--- config.mk ---
export PLATFORM = sky130hd
export DESIGN_NAME = fetch_ctrl
export DESIGN_NICKNAME = d
export VERILOG_FILES = /design/src/rtl/risc_v_pkg.sv /design/src/rtl/fetch_ctrl.sv
export SDC_FILE = /design/constraint.sdc
export NUM_CORES = 1
export LEC_CHECK = 0
export CAP_MARGIN = 20
export CORE_ASPECT_RATIO = 2
export CORE_UTILIZATION = 50
export CTS_BUF_LIST = sky130_fd_sc_hd__clkbuf_8
export CTS_CLUSTER_SIZE = 30
export DETAILED_ROUTE_END_ITERATION = 8
export HOLD_SLACK_MARGIN = 0.06
export PLACE_DENSITY = 0.88
export SLEW_MARGIN = 20
export SYNTH_ARGS = -nofsm -noshare
export SYNTH_HDL_FRONTEND = slang
export SYNTH_SLANG_ARGS = --single-unit
--- constraint.sdc ---
create_clock -name CLK -period 8.5 [get_ports CLK]
set_clock_uncertainty 0.2 [all_clocks]
set_input_delay 1.275 -clock CLK [delete_from_list [all_inputs] [get_ports CLK]]
set_output_delay 1.275 -clock CLK [all_outputs]
set_load 0.01 [all_outputs]
--- src/rtl/risc_v_pkg.sv ---
// risc_v_pkg: shared widths, reset address, NOP encoding and fetch states
package risc_v_pkg;
  localparam int XLEN = 32;
  localparam logic [31:0] RESET_PC = 32'h0000_0000;
  localparam logic [31:0] NOP = 32'h0000_0013;
  typedef enum logic [2:0] {IDLE, REQ, WAIT, HOLD, HALTED} fetch_state_t;
endpackage

--- src/rtl/fetch_ctrl.sv ---
// fetch_ctrl: fetch sequencer driving the imem address and handing words to decode
// CLK/RST: clock, async active-high reset; pc_out/imem_req/imem_rdata: imem side
// redirect_valid/redirect_pc/halt: control; inst_*: decode handshake; busy: REQ or WAIT
module fetch_ctrl #(
  parameter int XLEN = risc_v_pkg::XLEN,
  parameter logic [XLEN-1:0] RESET_PC = risc_v_pkg::RESET_PC,
  parameter int MEM_LAT = 1
) (
  input  logic            CLK,
  input  logic            RST,
  output logic [XLEN-1:0] pc_out,
  output logic            imem_req,
  input  logic [XLEN-1:0] imem_rdata,
  input  logic            redirect_valid,
  input  logic [XLEN-1:0] redirect_pc,
  input  logic            halt,
  output logic            inst_valid,
  input  logic            inst_ready,
  output logic [XLEN-1:0] inst_data,
  output logic [XLEN-1:0] inst_pc,
  output logic            busy
);
  import risc_v_pkg::*;
  fetch_state_t r_state;
  logic [XLEN-1:0] r_pc, r_inst_data, r_inst_pc;
  logic [2:0] r_cnt;
  logic r_inst_valid;
  logic [XLEN-1:0] w_redirect_pc;
  fetch_state_t w_resume;
  assign w_redirect_pc = redirect_pc & ~XLEN'(3);
  assign w_resume = halt ? HALTED : REQ;
  assign pc_out = r_pc;
  assign imem_req = r_state == REQ;
  assign busy = r_state == REQ || r_state == WAIT;
  assign inst_valid = r_inst_valid;
  assign inst_data = r_inst_data;
  assign inst_pc = r_inst_pc;
  always_ff @(posedge CLK or posedge RST)
    if (RST) begin
      r_state <= IDLE;
      r_pc <= RESET_PC;
      r_cnt <= '0;
      r_inst_valid <= 1'b0;
      r_inst_data <= XLEN'(NOP);
      r_inst_pc <= RESET_PC;
    end else begin
      case (r_state)
        IDLE: r_state <= w_resume;
        REQ: begin
          r_cnt <= 3'(MEM_LAT);
          r_state <= WAIT;
        end
        WAIT:
          if (r_cnt != 3'd1) r_cnt <= r_cnt - 3'd1;
          else if (!redirect_valid) begin
            r_inst_data <= imem_rdata;
            r_inst_pc <= r_pc;
            r_inst_valid <= 1'b1;
            r_pc <= r_pc + XLEN'(4);
            r_state <= HOLD;
          end
        HOLD:
          if (inst_ready) begin
            r_inst_valid <= 1'b0;
            r_state <= w_resume;
          end
        HALTED: if (!halt) r_state <= REQ;
        default: r_state <= IDLE;
      endcase
      // a redirect overrides whatever the state logic above chose
      if (redirect_valid && r_state != IDLE) begin
        r_pc <= w_redirect_pc;
        r_inst_valid <= 1'b0;
        r_state <= w_resume;
      end
    end
endmodule

# After elaboration in Yosys (flattened, before gate mapping)
# Index checks and enable logic that the tools add are counted.
totals:
  reg_bits: 103
  output_inout_bits: 99
  inputBits: 69
  word_cells: 52
classes:
  n_reduce_logical: 12
  bitwise: 2
  eq_ne: 12
  mux: 18
  n_addsub: 2
ops:
  columns: ["op", "count"]
  rows:
  - ["32-bit 2-to-1 mux", 4]
  - ["32-bit by 3-bit adder with 32-bit output (second input constant)", 1]
  - ["3-bit 2-to-1 mux", 7]
  - ["3-bit one-hot mux with 5 select lines", 1]
  - ["4-bit AND reduction", 2]
  - ["3-bit by 2-bit equality test with 1-bit output (second input constant)", 2]
  - ["2-bit by 1-bit != test with 1-bit output (second input constant)", 3]
  - ["3-bit by 2-bit != test with 1-bit output (second input constant)", 2]
  - ["3-bit != test (second input constant)", 2]
  - ["3-bit one-hot mux with 2 select lines", 1]
  - ["3-bit AND reduction", 2]
  - ["3-bit nonzero test", 2]
  - ["1-bit 2-to-1 mux", 4]
  - ["2-bit nonzero test", 2]
  - ["3-bit by 1-bit equality test with 1-bit output (second input constant)", 1]
  - ["3-bit equality test (second input constant)", 1]
  - ["3-bit logical NOT", 1]
  - ["3-bit by 1-bit != test with 1-bit output (second input constant)", 1]
  - ["3-bit by 1-bit subtractor with 3-bit output (second input constant)", 1]
  - ["1-bit inverter", 2]
  - ["1-bit one-hot mux with 2 select lines", 1]
  - ["2-bit AND reduction", 1]
  - ["1-bit logical AND", 1]
  - ["1-bit logical OR", 1]

# Depth between registers and ports, before layout
# Gate-level depths: netlist of run 1.
depth:
  word_depth: 5
  depth_mapped: 9
  ltp_nobuf: 7

# Least setup slack after synthesis of run 1
# Ideal clock, no wire load.
synth_timing:
  path_type: "input -> register"
  start: "input port redirect_valid"
  end: "register r_pc[19], in the netlist pc_out[19]"
  path_slack_ps: 5737
  cell_stages: 4
  path_buffers: 1
  arrival_ps: 2493
  cell_sequence: "or4_1 -> clkbuf_1 -> or4_1 -> nand3_1"
synth_between:
  elab_chain_cells: 3
  elab_cells_between_ends: 6
  cone_classes: "2 x eq/ne; 1 x mux; 3 x reduce/logical"
synth_lines:
  columns: ["element", "line_no", "source"]
  rows:
  - ["start, declared", "fetch_ctrl.sv:14", "input logic redirect_valid,"]
  - ["1-bit logical AND", "fetch_ctrl.sv:71", "if (redirect_valid && r_state != IDLE) begin"]
  - ["2-bit by 1-bit != test with 1-bit output (no source line) / 2-bit nonzero test (equally long branches)", null, null]
  - ["3-bit AND reduction (no source line)", null, null]
  - ["end signal, assigned", "fetch_ctrl.sv:59", "r_pc <= r_pc + XLEN'(4);"]
  - ["end signal, assigned", "fetch_ctrl.sv:72", "r_pc <= w_redirect_pc;"]
  - ["end, declared", "fetch_ctrl.sv:25", "logic [XLEN-1:0] r_pc, r_inst_data, r_inst_pc;"]
# Parallel ways exist; a longest one is shown, timed or not.
# A chain may end at the register's enable or synchronous reset.

# Worst setup path after layout of run 1
layout_timing:
  start: "input port redirect_valid"
  end: "register r_pc[31], in the netlist pc_out[31]"
# The elaborated chain is that of the path after synthesis.

==> results.md, run 1 <==
Logic synthesis:
- The register area share after synthesis is 53.8%.
- The post-synthesis xor/xnor area fraction is 0.950%.
- The per-instance average area after synthesis is 8.87 um2.
- The post-synthesis instance area is 4610 um2.
- After synthesis, the share of flip-flops with an asynchronous set or reset is 100%.
- The number of different library cells used by synthesis comes to 50.
- In the synthesized netlist, the number of instances is 520.
- The compound-gate portion of the synthesized area is 10.6%.
- The flop and latch count out of synthesis is 99.
- The number of enable flip-flop cells after synthesis is 0.
- Of the total synthesized cell area, the portion taken by full adders, half adders and majority gates is 0.814%.
- Summing the areas of all and, or, nand and nor instances in the mapped netlist gives 29.0% of the synthesized area.
- The multiplexer share of the synthesized area is 0.434%.
- The most instantiated flip-flop cell in the synthesis netlist is sky130_fd_sc_hd__dfrtp_1.
- The total number of yosys warnings is 0.
- The dominant combinational cell family by area after synthesis is simple AND/OR/NAND/NOR gates.

Clock tree:
- The clock insertion delay at the later pin of the skew report is 0.36 ns.
- Once the clock tree was built, the resizer swapped 0 gates to a different size.
- In this run, CTS created clock tree buffers numbering 9.
- The number of setup buffers added after CTS is 0.
- The number of hold buffers added after CTS is 0.
- After clock tree synthesis, the clock-pin slew on the worst setup and hold paths is 0.09 ns.
- The root buffer cell is sky130_fd_sc_hd__clkbuf_8.
- The clock passes through at most 2 buffers.
- The clock tree from TritonCTS is built.
- CTS saw 99 sinks.
- The H-tree was split into 3 levels.

Worst setup path:
- The launching point of the worst reg2reg path is r_cnt[1].
- The setup check on the worst reg-to-reg path leaves a slack of 5.42 ns.
- The launch point of the worst path is redirect_valid.
- On the critical path, the stage with the largest delay is an instance of sky130_fd_sc_hd__or4_2.
- The critical path is of the primary input to register type.
- Counting cells, the worst reg-to-reg path comes to 7.
- In this design, the stage delay of the slowest critical-path cell is 1.12 ns.
- The kind of end point of the critical path is a register.
- The required time of the critical path is 8.59 ns.
- Along the worst path, the maximum fanout reaches 48.
- The termination of the worst setup path is pc_out[31].
- The startpoint class of the critical path is a primary input.
- STA puts the critical path data arrival time at 3.94 ns.
- In this run the critical register-to-register path is captured at pc_out[31].
- The critical path goes through clkdlybuf4s50_1 > or4_2 > buf_4 > nor4_1 > nand3b_1.

Finish:
- From synthesis to final layout, the design area changed by 39.9%.
- The sequential cells in the finished layout cover a total of 2480 um2.
- The antenna diode count is 0.
- The post-route netlist has 5.33% of its cells at a drive strength greater than 1.
- After routing the design area is 6450 um2.
- The number of filler cells placed in the layout is 680.
- The net count of the finished layout is 742.
- The area of the multi-input gates is 1960 um2.

GRT:
- The number of antenna violations at the first check in global routing was 0.
- The number of global-route vias before repair is 4349.
- Across every metal layer, demand over resource in global routing totals 27.4%.
- The total congestion overflow after global routing is 0.
- The pin count of the biggest net entering global routing is 76.
- The first global-routing pass estimated 20.7 mm of wire.

Floorplan:
- From bottom edge to top edge, the die measures 138 um.
- 168 I/O pins were placed.
- The starting utilization of the core area is 51.5%.
- The die covers 9640 um2.
- From left edge to right edge, the die measures 69.9 um.
- The floorplan step defined a core boundary enclosing 8950 um2.
- The floorplan has 49 rows.

Min path:
- The startpoint identified for the worst hold timing path is inst_data[0].
- The path class of the lowest-slack min-delay path is register to register.
- The worst hold path cell count is 2.

STA:
- Derived from the worst setup path, the maximum achievable clock frequency is 260 MHz.
- Summed over all failing endpoints, the final setup total negative slack is 0 ns.
- The number of max-slew violations in the final report is 0.
- The final worst hold slack is 0.266 ns.
- The final cycle utilization of the critical path is 45.2%.
- The slew at the pin with the worst max-slew slack is 1.09 ns.
- The worst path needs 3.84 ns of the cycle, external delays included.
- Setup repair after global routing left no endpoint under its margin.
- The worst path meets setup with 4.66 ns of slack.
- The final number of hold-violating endpoints is 0.
- Measured against its own limit, the worst slew margin works out to 27.0%.
- Setup violations remaining at the end of the flow were counted as 0.

Placement:
- During placement, the flow inserted port buffers numbering 161.
- The worst setup slack before clock tree synthesis is 4.33 ns.
- The placed wire-length estimate after detailed placement is 9.23 mm.
- Summing all placed instances gives a cell area of 6260 um2.
- The congestion estimate from routability-driven global placement came to 0.841.

Power and ir drop:
- For this design the static power due to leakage is 2.96 nW.
- The sum of internal, switching and leakage power is 1.81 mW.
- The worst-case IR drop observed on VDD is 192 uV.
- The power density of the placed cells is 281 nW/um2.

Route:
- The number of DRC markers in iteration 0 is 333.
- In the routed design, unresolved DRC markers number 0.
- In the routed layout, each cell is associated on average with a via count of 5.66.
- The total via count in the routed design is 4394.
- The final routed wirelength across all metal layers is 13.0 mm.
- The routed wire length per instance is 16.7 um.
- The number of nets with antenna violations after detailed routing is 0.
- Before antenna repair, the detailed router went through 5 iterations.

Outcome:
- The flow ran to the end, and the final reports show no timing, DRC or antenna violations.

Job:
- The tool flagged a number of max-cap violations equal to 0.
[kinds of logic (layout without fill, tap and decap cells)]
group           Yosys count  count (layout)
simple gates            297             297
compound gates           74              74
other cells               1               4
fa+ha+maj                 3               3
mux                       2               2
flops                    99              99
xor+xnor                  5               5
buf+inv                  39             191
[critical path: cells and delay by family]
| kind | cells | cell delay (ns) |
|---|---|---|
| buffers and inverters | 2 | 1.03 |
| AND/OR/NAND/NOR | 3 | 1.58 |
[registers in the layout (all words and copies together), names as in the netlist]
signal	count
inst_data	32
inst_pc	30
pc_out	30
r_cnt	3
r_state	3
inst_valid	1
[metrics by stage]
stage	utilization, %	cells
after detailed placement	69.9	761
after global placement	69.9	761
after global routing	72.1	777
after CTS	72.1	777
final	72.1	777
after floorplan	-	523
[layout by cell type, fill, tap and decap left out, types with 7 or more instances in the layout]
cell | synthesis | layout
sky130_fd_sc_hd__clkdlybuf4s50_1 | 0 | 161
sky130_fd_sc_hd__a22oi_1 | 7 | 7
sky130_fd_sc_hd__nand4_1 | 9 | 9
sky130_fd_sc_hd__nor2_1 | 18 | 18
sky130_fd_sc_hd__inv_1 | 8 | 9
sky130_fd_sc_hd__dfrtp_1 | 96 | 96
sky130_fd_sc_hd__o21ai_0 | 15 | 15
sky130_fd_sc_hd__clkbuf_8 | 1 | 13
sky130_fd_sc_hd__o211ai_1 | 12 | 12
sky130_fd_sc_hd__nand2_1 | 219 | 219
sky130_fd_sc_hd__nand3_1 | 22 | 22
sky130_fd_sc_hd__a21oi_1 | 13 | 13
[cell type report]
| cell class | instances | area share [%] |
|---|---|---|
| Clock buffer | 13 | 2.77 |
| Clock inverter | 3 | 0.233 |
| Inverter | 8 | 0.504 |
| Multi-Input combinational cell | 385 | 30.4 |
| Sequential cell | 99 | 38.5 |
| Tap cell | 102 | 1.98 |
| Timing Repair Buffer | 167 | 25.7 |
[cell usage after synthesis (all sizes together) (3+ instances only)]
cell | instances | area share [%]
nor3 | 4 | 0.43
nand3 | 22 | 2.4
o21ai | 19 | 2.1
nor4 | 6 | 1.9
buf | 19 | 2.4
a21oi | 13 | 1.4
nor2 | 18 | 1.5
nand2b | 4 | 0.87
nand4 | 11 | 2.1
ha | 3 | 0.81
nand2 | 220 | 18
o311ai | 8 | 1.5
inv | 8 | 0.65
dfrtp | 96 | 52
clkbuf | 12 | 1.2
dfstp | 3 | 1.7
a31oi | 3 | 0.41
o211ai | 12 | 2.0
a22oi | 7 | 1.1
xor2 | 3 | 0.57
[worst min path at each step]
stage	slack (ns)	end
global route	0.28	inst_data[4]
detailed placement	0.26	inst_data[0]
CTS	0.27	inst_data[0]
global placement	0.25	inst_data[1]
floorplan	0.26	inst_data[0]
finish	0.27	inst_data[0]
[layer usage]
| layer | track usage (%) | vias up | share of wire, % |
|---|---|---|---|
| met5 | 0 | - | 0 |
| met4 | 12.9 | 0 | 2.6 |
| met3 | 5.63 | 24 | 5.3 |
| met2 | 49.9 | 191 | 56 |
| met1 | 30.0 | 2138 | 36 |
| li1 | - | 2041 | - |
[power breakdown]
group	internal (mW)	switching [mW]	total, mW
clock network	0.137	0.158	0.295
logic	0.407	0.327	0.733
registers	0.646	0.140	0.786
total	1.19	0.624	1.81
No activity file was read; power rests on OpenSTA's default activity.
==> run 2: changes to the inputs <==
--- a/config.mk
+++ b/config.mk
@@ -7,12 +7,12 @@
 export LEC_CHECK = 0
 export CAP_MARGIN = 20
 export CORE_ASPECT_RATIO = 2
-export CORE_UTILIZATION = 50
+export CORE_UTILIZATION = 42
 export CTS_BUF_LIST = sky130_fd_sc_hd__clkbuf_8
 export CTS_CLUSTER_SIZE = 30
 export DETAILED_ROUTE_END_ITERATION = 8
 export HOLD_SLACK_MARGIN = 0.06
-export PLACE_DENSITY = 0.88
+export PLACE_DENSITY = 0.79
 export SLEW_MARGIN = 20
 export SYNTH_ARGS = -nofsm -noshare
 export SYNTH_HDL_FRONTEND = slang
==> constraint.sdc (replaced) <==
create_clock -name CLK -period 3.38 [get_ports CLK]
set_clock_uncertainty 0.2 [all_clocks]
set_input_delay 0.507 -clock CLK [delete_from_list [all_inputs] [get_ports CLK]]
set_output_delay 0.507 -clock CLK [all_outputs]
set_load 0.01 [all_outputs]
==> results.md, run 2 (synthesized netlist as in run 1, its figures left out) <==
Outcome:
- The flow ran to the end, and the final reports show no timing, DRC or antenna violations.

Worst setup path:
- STA classifies the critical path startpoint as a register.
- The reg2reg setup slack is 0.75 ns (-4.67 ns).
- The critical path arrival is 2.01 ns (-1.93 ns).
- The critical path in this run is classified as register to output pin.
- The startpoint identified for the worst register-to-register timing path is r_cnt[1].
- The number of cell instances on the worst register-to-register path was 7 (unchanged).
- The kind of end point of the critical path is an output pin.
- The worst flop-to-flop path endpoint is pc_out[7].
- The top fanout value on the critical path is 15 (-69%).
- The required time of the critical path is 2.67 ns (-5.92 ns).

STA:
- The final number of hold-violating endpoints is 0 (unchanged).
- The total of endpoints with negative setup slack in the final report is 0 (unchanged).
- The slew at the pin with the worst max-slew slack is 1.04 ns (-0.0496 ns).
- Of the available clock period, the critical path in the final layout requires 80.4%.
- Derived from the worst setup path, the maximum achievable clock frequency is 368 MHz.
- The final period demand of the worst path is 2.72 ns.
- The worst slew slack as a fraction of its limit is 30.3% (+3.3 points).
- The sum of negative setup slack is 0 ns (unchanged).
- The number of max-slew violations in the final report is 0 (unchanged).
- Setup repair after global routing left no endpoint under its margin.

Finish:
- The layout cell share with drive strength beyond 1 came to 5.91% (+0.58 points).
- The library cell used most frequently in the layout, excluding fill and tap cells, is sky130_fd_sc_hd__nand2_1.
- From synthesis to final layout, the design area changed by 41.7%.
- The flip-flop count of the largest register, all copies and words added is 32 (unchanged).
- The net count of the finished layout was 744 (+0.27%).
- Leaving out fill and tap cells, the most frequent cells in the layout are sky130_fd_sc_hd__nand2_1, sky130_fd_sc_hd__clkdlybuf4s50_1, sky130_fd_sc_hd__dfrtp_1.

Job:
- The number of max-capacitance violations reported is 0 (unchanged).

Floorplan:
- The area of the core is 10600 um2 (+19%).
- The standard-cell row count came to 53 (+8.2%).
- The width of the die was 76.1 um (+8.8%).
- The number of top-level pins is 168 (unchanged).
- The y dimension of the die was 150 um (+9.0%).
- The starting utilization of the core area was 43.5% (-8.1 points).
- The total die area is 11400 um2 (+19%).

Clock tree:
- The number of setup buffers added after CTS is 0 (unchanged).
- The clock insertion delay at the later pin of the skew report was 0.37 ns (about the same).
- The H-tree depth reported by CTS came to 3 (unchanged).
- The quantity of gates resized following cts was 0 (unchanged).
- The clock tree from TritonCTS is built.
- The number of buffers on the longest clock path is 2 (unchanged).
- The number of hold buffers added after CTS is 0 (unchanged).
- The total CTS buffers was 9 (unchanged).
- The root buffer cell is sky130_fd_sc_hd__clkbuf_8.
- The number of clock sinks seen by CTS is 99 (unchanged).
- The clock transition at the register clock pins on the worst setup and hold paths after CTS came to 0.09 ns (about the same).

Placement:
- The count of buffers from port buffering is 161 (unchanged).
- The final weighted congestion of routability-driven global placement came to 0.879 (+4.5%).
- The placed wire-length estimate after detailed placement is 9.37 mm (+1.5%).

Min path:
- The min-delay analysis places its worst path in the category register to register.
- The worst hold path cell count was 2 (unchanged).
- The origin of the worst min-delay path is inst_data[0].
- The sink of the worst hold path is inst_data[0].

GRT:
- The number of global-route vias before repair came to 4545 (+4.5%).
- The total congestion overflow after global routing is 0 (unchanged).
- The pin count of the biggest net entering global routing came to 76 (unchanged).
- The number of antenna violations at the first check in global routing is 1 (+1).
- The wire length of the first global-routing pass is 21.3 mm (+2.9%).
- The overall global routing resource usage came to 23.8% (-3.5 points).

Route:
- The routed via count divided by cell count is 5.31 (-6.2%).
- The number of DRC markers in iteration 0 is 185 (-44%).
- The routed wire length per instance is 15.9 um (-5.1%).
- The number of iterations in the first detailed-routing pass is 4 (-1).
- The number of nets with antenna violations after detailed routing is 0 (unchanged).
- The final routed wirelength across all metal layers came to 12.9 mm (-0.45%).
- The total via count in the routed design is 4324 (-1.6%).
- The number of remaining DRC errors is 0 (unchanged).

Power and ir drop:
- The leakage power summed over all cells is 2.97 nW (+0.55%).
- The power density of the placed cells is 699 nW/um2 (+150%).
- The largest vdd supply drop is 380 uV (+98%).
- The sum of internal, switching and leakage power came to 4.57 mW (+150%).
[run 2: how the worst max path moves through the flow]
| stage | start | to | slack, ns | cells after the start |
|---|---|---|---|---|
| 2_1_floorplan | RST | inst_data[10] | 0.09 | 1 |
| 3_3_place_gp | redirect_valid | pc_out[7] | 0.57 | 5 |
| 3_5_place_dp | redirect_valid | pc_out[7] | 0.55 | 5 |
| 4_1_cts | r_state[0] | imem_req | 0.65 | 3 |
| 5_1_grt | r_state[0] | imem_req | 0.53 | 3 |
| 6_report | r_state[0] | imem_req | 0.66 | 3 |
[run 2: layout make-up]
type,count,area [um2]
fillers,925,4070
flip-flops and latches,99,2480
multi-input cells,385,1960
repair buffers,169,1700
well taps,137,171
clock buffers,9,124
clock inverters,7,67.6
inverters,8,32.5
diodes,1,2.50
[run 2: critical path, stage by stage, from the launching register on]
cell and delay (ns):
sky130_fd_sc_hd__dfrtp_1 0.68, sky130_fd_sc_hd__inv_1 0.19, sky130_fd_sc_hd__nor3_1 0.21, sky130_fd_sc_hd__clkdlybuf4s50_1 0.56
[run 2: routing by layer]
layer,wire length [um],GRT usage [%]
met5,0,0
met4,658,15.8
met3,691,5.21
met2,6900,43.4
met1,4690,24.3
[run 2: report_power, final]
group | internal [mW] | switching, mW
Clock | 0.341 | 0.414
Sequential | 1.62 | 0.353
Combinational | 1.03 | 0.807
Total | 3.00 | 1.57
[run 2: through the flow]
step	setup slack, ns	hold slack [ns]	instances	area [um2]	utilization (%)
final	0.664	0.267	815	6540	61.6
after global routing	0.527	0.293	815	6540	61.6
after CTS	0.646	0.271	814	6530	61.6
after detailed placement	0.554	0.256	798	6340	59.8
after global placement	0.570	0.248	798	6340	59.8
after floorplan	0.0875	0.265	523	4620	-
==> run 3: changes to the inputs <==
--- a/config.mk
+++ b/config.mk
@@ -7,12 +7,12 @@
 export LEC_CHECK = 0
 export CAP_MARGIN = 20
 export CORE_ASPECT_RATIO = 2
-export CORE_UTILIZATION = 42
+export CORE_UTILIZATION = 46
 export CTS_BUF_LIST = sky130_fd_sc_hd__clkbuf_8
 export CTS_CLUSTER_SIZE = 30
 export DETAILED_ROUTE_END_ITERATION = 8
 export HOLD_SLACK_MARGIN = 0.06
-export PLACE_DENSITY = 0.79
+export PLACE_DENSITY = 0.82
 export SLEW_MARGIN = 20
 export SYNTH_ARGS = -nofsm -noshare
 export SYNTH_HDL_FRONTEND = slang
==> constraint.sdc (replaced) <==
create_clock -name CLK -period 2.73 [get_ports CLK]
set_clock_uncertainty 0.2 [all_clocks]
set_input_delay 0.4095 -clock CLK [delete_from_list [all_inputs] [get_ports CLK]]
set_output_delay 0.4095 -clock CLK [all_outputs]
set_load 0.01 [all_outputs]
==> results.md, run 3 (synthesized netlist as in run 1, its figures left out) <==
GRT:
- The overall global routing resource usage is 25.6% (+1.8 points).
- The number of global-route vias before repair is 4334 (-4.6%).
- The wire length of the first global-routing pass came to 20.5 mm (-4.2%).
- The pin count of the biggest net entering global routing is 76 (unchanged).
- The number of antenna violations at the first check in global routing came to 0 (-1).
- The total congestion overflow after global routing is 0 (unchanged).

Finish:
- Compared with the post-synthesis result, the final layout area differs by 43.7%.
- The antenna diode count was 0 (-1).
- The layout cell share with drive strength beyond 1 is 7.13% (+1.2 points).
- The flip-flop count of the largest register, all copies and words added came to 32 (unchanged).
- The final non-filler cell area is 6630 um2 (+1.4%).
- The net count of the finished layout is 754 (+1.3%).
- Leaving out fill and tap cells, the most frequent cell in the layout is sky130_fd_sc_hd__nand2_1.
- The library cells used most frequently in the layout, excluding fill and tap cells, are sky130_fd_sc_hd__nand2_1, sky130_fd_sc_hd__clkdlybuf4s50_1, sky130_fd_sc_hd__dfrtp_1.
- The share of the core filled with cells is 67.9% (+6.3 points).

STA:
- The slew at the pin with the worst max-slew slack is 0.786 ns (-0.253 ns).
- Setup repair after global routing left no endpoint under its margin.
- The number of max-slew violations in the final report came to 0 (unchanged).
- The final number of hold-violating endpoints is 0 (unchanged).
- The sum of negative setup slack is 0 ns (unchanged).
- Timing would allow up to 405 MHz.
- The worst slew slack as a fraction of its limit is 47.6% (+17 points).
- The slack of the critical path came to 0.258 ns (-0.406 ns).
- The final cycle utilization of the critical path is 90.5%.
- The total of endpoints with negative setup slack in the final report came to 0 (unchanged).
- The final period demand of the worst path is 2.47 ns.

Route:
- The number of nets with antenna violations after detailed routing was 0 (unchanged).
- The number of remaining DRC errors is 0 (unchanged).
- The number of iterations in the first detailed-routing pass is 4 (unchanged).
- The total via count in the routed design is 4421 (+2.2%).
- The routed via count divided by cell count is 5.40 (+1.7%).
- The final routed wirelength across all metal layers was 12.9 mm (about the same).
- The routed wire length per instance came to 15.8 um (-0.46%).
- The number of DRC markers in iteration 0 is 364 (+97%).

Floorplan:
- The width of the die is 72.8 um (-4.3%).
- The starting utilization of the core area is 47.2% (+3.8 points).
- The total die area came to 10500 um2 (-8.5%).
- The y dimension of the die is 144 um (-4.4%).
- The area of the core was 9760 um2 (-8.0%).
- The number of top-level pins came to 168 (unchanged).
- The standard-cell row count is 51 (-3.8%).

Worst setup path:
- The number of cell instances on the worst register-to-register path is 8 (+1).
- STA classifies the critical path endpoint as an output pin.
- The startpoint-to-endpoint class of the critical path is register to output pin.
- The top fanout value on the critical path is 13 (-2).
- In this run the critical register-to-register path is launched from r_cnt[1].
- The reg2reg setup slack is 0.27 ns (-0.48 ns).
- The startpoint class of the critical path is a register.
- The critical path arrival was 1.86 ns (-0.15 ns).
- The required time of the critical path came to 2.12 ns (-0.55 ns).
- The worst flop-to-flop path endpoint is pc_out[11].
- The critical path's largest stage delay is 0.57 ns (-0.11 ns).
- The critical path goes through buf_4 > inv_1 > nor3_1 > clkdlybuf4s50_1.
- The slowest library cell on the worst path is sky130_fd_sc_hd__clkdlybuf4s50_1.

Placement:
- The placement-stage cell area is 6410 um2 (+1.1%).
- The count of buffers from port buffering was 161 (unchanged).
- The placed wire-length estimate after detailed placement is 9.50 mm (+1.4%).
- The final weighted congestion of routability-driven global placement is 0.875 (-0.36%).
- The worst setup slack before clock tree synthesis was 0.0335 ns (-0.521 ns).

Clock tree:
- The clock transition at the register clock pins on the worst setup and hold paths after CTS is 0.09 ns (about the same).
- The total CTS buffers is 9 (unchanged).
- The root buffer cell is sky130_fd_sc_hd__clkbuf_8.
- The number of clock sinks seen by CTS is 99 (unchanged).
- The H-tree depth reported by CTS was 3 (unchanged).
- The number of buffers on the longest clock path is 2 (unchanged).
- TritonCTS built the clock tree.
- The clock insertion delay at the later pin of the skew report is 0.37 ns (about the same).

Min path:
- The path class of the lowest-slack min-delay path is primary input to asynchronous set/reset pin.

Power and ir drop:
- The power density of the placed cells came to 865 nW/um2 (+24%).
- The largest vdd supply drop is 416 uV (+9.3%).
- The leakage power summed over all cells is 3.03 nW (+1.8%).
- The sum of internal, switching and leakage power is 5.73 mW (+25%).

Outcome:
- The flow ran to the end, and the final reports show no timing, DRC or antenna violations.

Job:
- The number of max-capacitance violations reported is 0 (unchanged).
## run 3: cell count changes in the layout (fill, tap and decap cells not counted), moves of 2 or more
cell	change
sky130_fd_sc_hd__buf_4	+10
sky130_fd_sc_hd__clkbuf_8	+3
sky130_fd_sc_hd__clkinv_2	-3
sky130_fd_sc_hd__inv_1	+2
## run 3: critical path, delay by kind of cell, from the launching register on
family	cells	cell delay [ns]
buffers and inverters	3	0.90
DFF	1	0.38
and+or+nand+nor	1	0.22
## run 3: layout make-up
| cell class | instances | area (um2) |
|---|---|---|
| Sequential cell | 99 | 2480 |
| Clock buffer | 12 | 165 |
| Fill cell | 763 | 3140 |
| Timing Repair Buffer | 179 | 1770 |
| Clock inverter | 4 | 42.5 |
| Multi-Input combinational cell | 385 | 1970 |
| Tap cell | 132 | 165 |
| Inverter | 8 | 33.8 |
## run 3: report_power, final
part / switching (mW) / leakage (nW) / internal [mW]
sequential: 0.406 / 1.25 / 2.01
clock: 0.481 / 0.115 / 0.491
combinational: 1.04 / 1.67 / 1.30
total: 1.93 / 3.03 / 3.80
## run 3: what timing repair did
action | in CTS | in global routing
endpoints found under the hold margin | 0 | 0
hold buffers | 0 | 0
resized for setup | 0 | 1
endpoints found under the setup margin | 0 | 4
setup buffers | 0 | 0
## run 3: metal layers
layer | vias up | global-route usage, % | wire, um
met4 | 0 | 14.7 | 717
met3 | 50 | 4.77 | 698
li1 | 2059 | - | -
met5 | - | 0 | 0
met1 | 2132 | 28.8 | 4640
met2 | 180 | 44.5 | 6890
## run 3: worst max path at each step
stage / startpoint / to / slack (ns) / cells after the start
2_1_floorplan: r_cnt[1] / pc_out[19] / 0.55 / 7
3_3_place_gp: redirect_valid / pc_out[8] / -0.04 / 6
3_5_place_dp: redirect_valid / pc_out[7] / 0.03 / 6
4_1_cts: r_cnt[1] / pc_out[7] / 0.02 / 8
5_1_grt: r_cnt[1] / pc_out[11] / 0.11 / 8
6_report: r_state[0] / imem_req / 0.26 / 4
## run 3: metrics by stage
step / hold slack (ns) / instances
after floorplan: 0.265 / 523
after global placement: 0.249 / 803
after detailed placement: 0.252 / 803
after CTS: 0.264 / 819
after global routing: 0.291 / 819
final: 0.254 / 819
